`config.mk`:
```
export PLATFORM = sky130hd
export DESIGN_NAME = sad_search_ctrl
export DESIGN_NICKNAME = d
export VERILOG_FILES = /design/src/rtl/sad_search_ctrl.sv
export SDC_FILE = /design/constraint.sdc
export NUM_CORES = 1
export LEC_CHECK = 0
export BUFFER_PORTS_ARGS = -buffer_cell sky130_fd_sc_hd__buf_2
export CAP_MARGIN = 20
export CORE_MARGIN = 4
export CORE_UTILIZATION = 45
export CTS_BUF_LIST = sky130_fd_sc_hd__clkbuf_8
export DETAILED_ROUTE_END_ITERATION = 12
export PLACE_DENSITY = 0.69
export SLEW_MARGIN = 20
export SYNTH_ARGS = -nofsm -noshare
export SYNTH_HDL_FRONTEND = slang
export SYNTH_SLANG_ARGS = --single-unit
```
`constraint.sdc`:
```
create_clock -name clk -period 6.1 [get_ports clk]
set_input_delay 1.22 -clock clk [delete_from_list [all_inputs] [get_ports clk]]
set_output_delay 1.22 -clock clk [all_outputs]
set_load 0.02 [all_outputs]
```
`src/rtl/sad_search_ctrl.sv`:
```
// sad_search_ctrl: full-search block-matching sequencer.
//
// Walks every (dx, dy) offset in [-RANGE, +RANGE]^2 in raster order (dx fastest).
// For each offset it issues one window fetch request, waits for the tree-sum of
// that window and keeps the strictly smallest sum together with its offset.
// Ties keep the earlier candidate.
//
// Ports:
//   clk, rst           clock (rising edge), asynchronous active-high reset
//   start              one-cycle pulse; accepted only while idle
//   win_req/win_ack    window fetch handshake; win_dx/win_dy stable while win_req
//   sum_valid/sum_in   tree-sum strobe and value for the last acked window
//   busy, done         search in progress / one-cycle result-valid pulse
//   best_dx/dy/sum     offset and value of the minimum sum (held until next start)
//
// Optional build macro SAD_EARLY_EXIT_EN adds input thresh and output
// early_exit. Once the running minimum is <= thresh the search ends at once
// and early_exit is raised with done.
module sad_search_ctrl #(
  parameter int INPUT_SIZE = 9,
  parameter int RANGE      = 4,
  parameter int OFF_W      = 8
) (
  input  logic                         clk,
  input  logic                         rst,
  input  logic                         start,
  output logic                         win_req,
  output logic signed [OFF_W-1:0]      win_dx,
  output logic signed [OFF_W-1:0]      win_dy,
  input  logic                         win_ack,
  input  logic                         sum_valid,
  input  logic signed [INPUT_SIZE+7:0] sum_in,
`ifdef SAD_EARLY_EXIT_EN
  input  logic signed [INPUT_SIZE+7:0] thresh,
  output logic                         early_exit,
`endif
  output logic                         busy,
  output logic                         done,
  output logic signed [OFF_W-1:0]      best_dx,
  output logic signed [OFF_W-1:0]      best_dy,
  output logic signed [INPUT_SIZE+7:0] best_sum
);

  localparam int SW = INPUT_SIZE + 8;

  localparam logic [2:0] ST_IDLE = 3'd0;
  localparam logic [2:0] ST_REQ  = 3'd1;
  localparam logic [2:0] ST_WAIT = 3'd2;
  localparam logic [2:0] ST_CMP  = 3'd3;
  localparam logic [2:0] ST_DONE = 3'd4;

  localparam logic signed [OFF_W-1:0] OFF_MAX = OFF_W'(RANGE);
  localparam logic signed [OFF_W-1:0] OFF_MIN = -OFF_MAX;
  localparam logic signed [SW-1:0]    SUM_MAX = {1'b0, {(SW-1){1'b1}}};

  logic [2:0]              state_q, state_d;
  logic signed [OFF_W-1:0] dx_q, dy_q;
  logic signed [SW-1:0]    sum_q;      // sum captured on the sum_valid strobe
  logic                    better;
  logic                    last;
  logic                    early_hit;

  assign better = sum_q < best_sum;
  assign last   = (dx_q == OFF_MAX) && (dy_q == OFF_MAX);

`ifdef SAD_EARLY_EXIT_EN
  logic signed [SW-1:0] upd_best;
  logic                 early_q;

  assign upd_best   = better ? sum_q : best_sum;
  assign early_hit  = upd_best <= thresh;
  assign early_exit = early_q;
`else
  assign early_hit  = 1'b0;
`endif

  always_comb begin
    state_d = state_q;
    case (state_q)
      ST_IDLE: if (start) state_d = ST_REQ;
      ST_REQ:  if (win_ack) state_d = ST_WAIT;
      ST_WAIT: if (sum_valid) state_d = ST_CMP;
      ST_CMP:  state_d = (last || early_hit) ? ST_DONE : ST_REQ;
      ST_DONE: state_d = ST_IDLE;
      default: state_d = ST_IDLE;
    endcase
  end

  always_ff @(posedge clk or posedge rst) begin
    if (rst) begin
      state_q  <= ST_IDLE;
      dx_q     <= '0;
      dy_q     <= '0;
      sum_q    <= '0;
      best_sum <= '0;
      best_dx  <= '0;
      best_dy  <= '0;
    end else begin
      state_q <= state_d;
      case (state_q)
        ST_IDLE: begin
          if (start) begin
            dx_q     <= OFF_MIN;
            dy_q     <= OFF_MIN;
            best_sum <= SUM_MAX;
            best_dx  <= OFF_MIN;
            best_dy  <= OFF_MIN;
          end
        end
        ST_WAIT: begin
          if (sum_valid) sum_q <= sum_in;
        end
        ST_CMP: begin
          if (better) begin
            best_sum <= sum_q;
            best_dx  <= dx_q;
            best_dy  <= dy_q;
          end
          // Advance only when another request follows; the final offset is held.
          if (state_d == ST_REQ) begin
            if (dx_q == OFF_MAX) begin
              dx_q <= OFF_MIN;
              dy_q <= dy_q + OFF_W'(1);
            end else begin
              dx_q <= dx_q + OFF_W'(1);
            end
          end
        end
        default: ;
      endcase
    end
  end

`ifdef SAD_EARLY_EXIT_EN
  // Hitting the threshold on the final candidate is a normal finish, not early.
  always_ff @(posedge clk or posedge rst) begin
    if (rst) early_q <= 1'b0;
    else     early_q <= (state_q == ST_CMP) && early_hit && !last;
  end
`endif

  assign win_req = (state_q == ST_REQ);
  assign win_dx  = dx_q;
  assign win_dy  = dy_q;
  assign busy    = (state_q == ST_REQ) || (state_q == ST_WAIT) || (state_q == ST_CMP);
  assign done    = (state_q == ST_DONE);

endmodule

```
==> results.yml <==
floorplanning:
  initial_core_util: 0.4686
  coreArea_um2: 8806
  io-pin-count: 74
  dieWidth_um: 103.8
  die_h_um: 103.8
  num_rows: 34
  die_area_um2: 10770
worst_setup_path:
  max_stage_delay_ns: 0.73
  crit_path_start_kind: "flop"
  path_class: "reg2reg"
  path_common_cell: "buf_4"
  slowest_stage: "a21oi_2"
  critPathMaxFanout: 20
  path_cells: "inv_1, ha_1, a21oi_1, o21ai_0, a21oi_2, buf_4, and2_1, buf_4, o221ai_1"
  cp-end-kind: "flop"
  crit_required_ns: 6.31
  arrival_ns: 3.63
  rrSetupSlack_ns: 2.67
pwr:
  leakage_nw: 1.897
  p_per_area_nw_per_um2: 442.5
  ir_drop_mv: 0.2114
synth:
  synth.net_count: 470
  synthCells: 428
  synthArstFlopShare: 1.000
  ys_top_cells_by_count: "dfrtp_1, nand4_1, clkbuf_1, nor4_1, inv_1"
  yosys.cell_types.count: 40
  yosys_warnings: 0
  synth_flop_cell: "dfrtp_1"
  synthTopCellsByArea: "dfrtp_1, o221a_2, ha_1"
  yosysSeqAreaShare: 0.4184
  synth.most_common_cell: "dfrtp_1"
  ys_ff_latch: 69
  synth_area_um2: 4126
  synth.top_cell.area_share: 0.4184
  synth.largest_area_cell: "dfrtp_1"
  post_synth.cell_area_avg_um2: 9.641
  synth_edf_count: 0
hold_path:
  min_path_type: "reg2reg"
clocking:
  cts_root_buf: "clkbuf_8"
  clk_pin_slew_ns: 0.08
  cts_tree: "done"
  cts_hold_buf: 0
  cts_setup_buffers: 0
  cts_max_level: 3
  worst_skew_pair.late_latency_ns: 0.34
  cts_max_path_buffers: 2
  clock_sinks: 69
  cts_buffers: 9
  cts_resized: 0
place:
  pre_cts_ws_ns: 2.590
  placedCellCount: 574
  port_buffers: 73
  place.gp.congestion: 0.8092
  dp_hpwl_um: 7399
routing:
  drt_first_iter_violations: 270
  drtAntennaViolNets: 0
  drtPass1Iterations: 4
  vias: 3728
  drc_errors: 0
  drt_wl_total_um: 11140
  via_per_inst: 6.329
  wl_per_cell_um: 18.90
timing:
  fin_crit_ns: 3.426
  rsz0062_at_grt: "false"
  setup_viol_count_final: 0
  hold-worst-slack_ns: 0.5605
  worstMarginPinSlew_ns: 0.8814
  finalCritPeriodShare: 0.5617
  skew_ns: 0.006112
  final-max-slew-violation-count: 0
  setup_tns_ns: 0
  fmax_mhz: 291.9
  slew_headroom: 0.4124
  hold_violations: 0
  worst_slack_ns: 2.674
grt:
  grt_max_degree: 70
  grt-ovfl-total: 0
  grt_pass1_wl_um: 18820
  grt_pass1_vias: 3756
  track_usage: 0.2107
  antenna_found_initial: 0
final_layout:
  fin_nets: 519
  stdcell_count: 589
  diodes: 0
  final_util: 0.5320
  fill_cells: 790
  drive_above_1_share: 0.3077
  area_growth_pct: 13.52
flow_run:
  max-cap-violations: 0
status:
  status: "finished, final reports clean"
-- per-layer routing --
metal | routed length [µm] | global-route usage | part of all wire | vias to the layer above
met5 | 0 | 0 | 0 | -
met4 | 224 | 0.08737 | 0.020 | 0
met3 | 853 | 0.04353 | 0.077 | 19
met2 | 5228 | 0.3318 | 0.47 | 150
met1 | 4829 | 0.2841 | 0.43 | 1820
li1 | - | - | - | 1739
-- flip-flops by register name, summed over array words and instances, names as in the netlist --
signal / flops
state_q: 3
best_dy: 8
best_sum: 17
win_dx: 8
best_dx: 8
sum_q: 17
win_dy: 8
-- cell families after synthesis --
group,count (synthesis),share of synthesized area
AND/OR/NAND/NOR,168,0.2395
buffers and inverters,75,0.07459
AO/OA/AOI/OAI,74,0.1504
flip-flops,69,0.4184
adder cells (fa/ha/maj),20,0.06064
multiplexers,16,0.04366
XOR/XNOR,6,0.01273
-- power breakdown --
group,switching (mW),internal (mW),total (mW),leakage (nW)
registers,0.160,0.586,0.745,0.728
logic,0.656,0.343,1.00,1.08
clock network,0.174,0.153,0.328,0.0877
-- critical path, delay by kind of cell, from the launching register on --
kind / cells / cell delay, ns
adder cells (fa/ha/maj): 1 / 0.31
AND/OR/NAND/NOR: 1 / 0.69
AO/OA/AOI/OAI: 4 / 1.12
buffers and inverters: 3 / 0.77
flip-flops: 1 / 0.39
-- layout by cell type, fill, tap and decap left out, drive strengths merged, types with 15 or more instances in the layout --
| cell | Yosys | layout |
|---|---|---|
| ha | 20 | 20 |
| mux2 | 16 | 16 |
| buf | 8 | 83 |
| dfrtp | 69 | 69 |
| nand2 | 21 | 21 |
| o221a | 28 | 28 |
| nor4 | 36 | 36 |
| inv | 30 | 30 |
| nand4 | 38 | 38 |
| nand3 | 15 | 15 |
| or3 | 28 | 28 |
-- path summary, 6_finish.rpt --
| kind | endpoint | depth (start not counted) | startpoint |
|---|---|---|---|
| worst max-delay path | best_dx[0] | 9 | best_sum[4] |
| worst min-delay path | best_dy[5] | 1 | best_dy[5] |
| worst max register to register | best_dx[0] | 9 | best_sum[4] |
| worst min register to register | best_dy[5] | 1 | best_dy[5] |
| max in group asynchronous | best_sum[4] | 3 | rst |
| min in group asynchronous | sum_q[14] | 3 | rst |
-- cell type report --
cell class,count,area [µm²],area share
Multi-Input combinational cell,284,2105,0.4493
Sequential cell,69,1727,0.3686
Timing Repair Buffer,83,440.4,0.09402
Clock buffer,10,137.6,0.02938
Tap cell,108,135.1,0.02885
Inverter,30,112.6,0.02404
Clock inverter,5,27.53,0.005876
-- per-stage QoR --
step	total power, mW	instance area (µm²)
6_report	2.073	4684
5_1_grt	2.213	4684
4_1_cts	2.071	4684
3_5_place_dp	1.740	4519
3_3_place_gp	1.704	4519
2_1_floorplan	1.457	4126
Note: power is estimated with default switching activity, not from simulation.
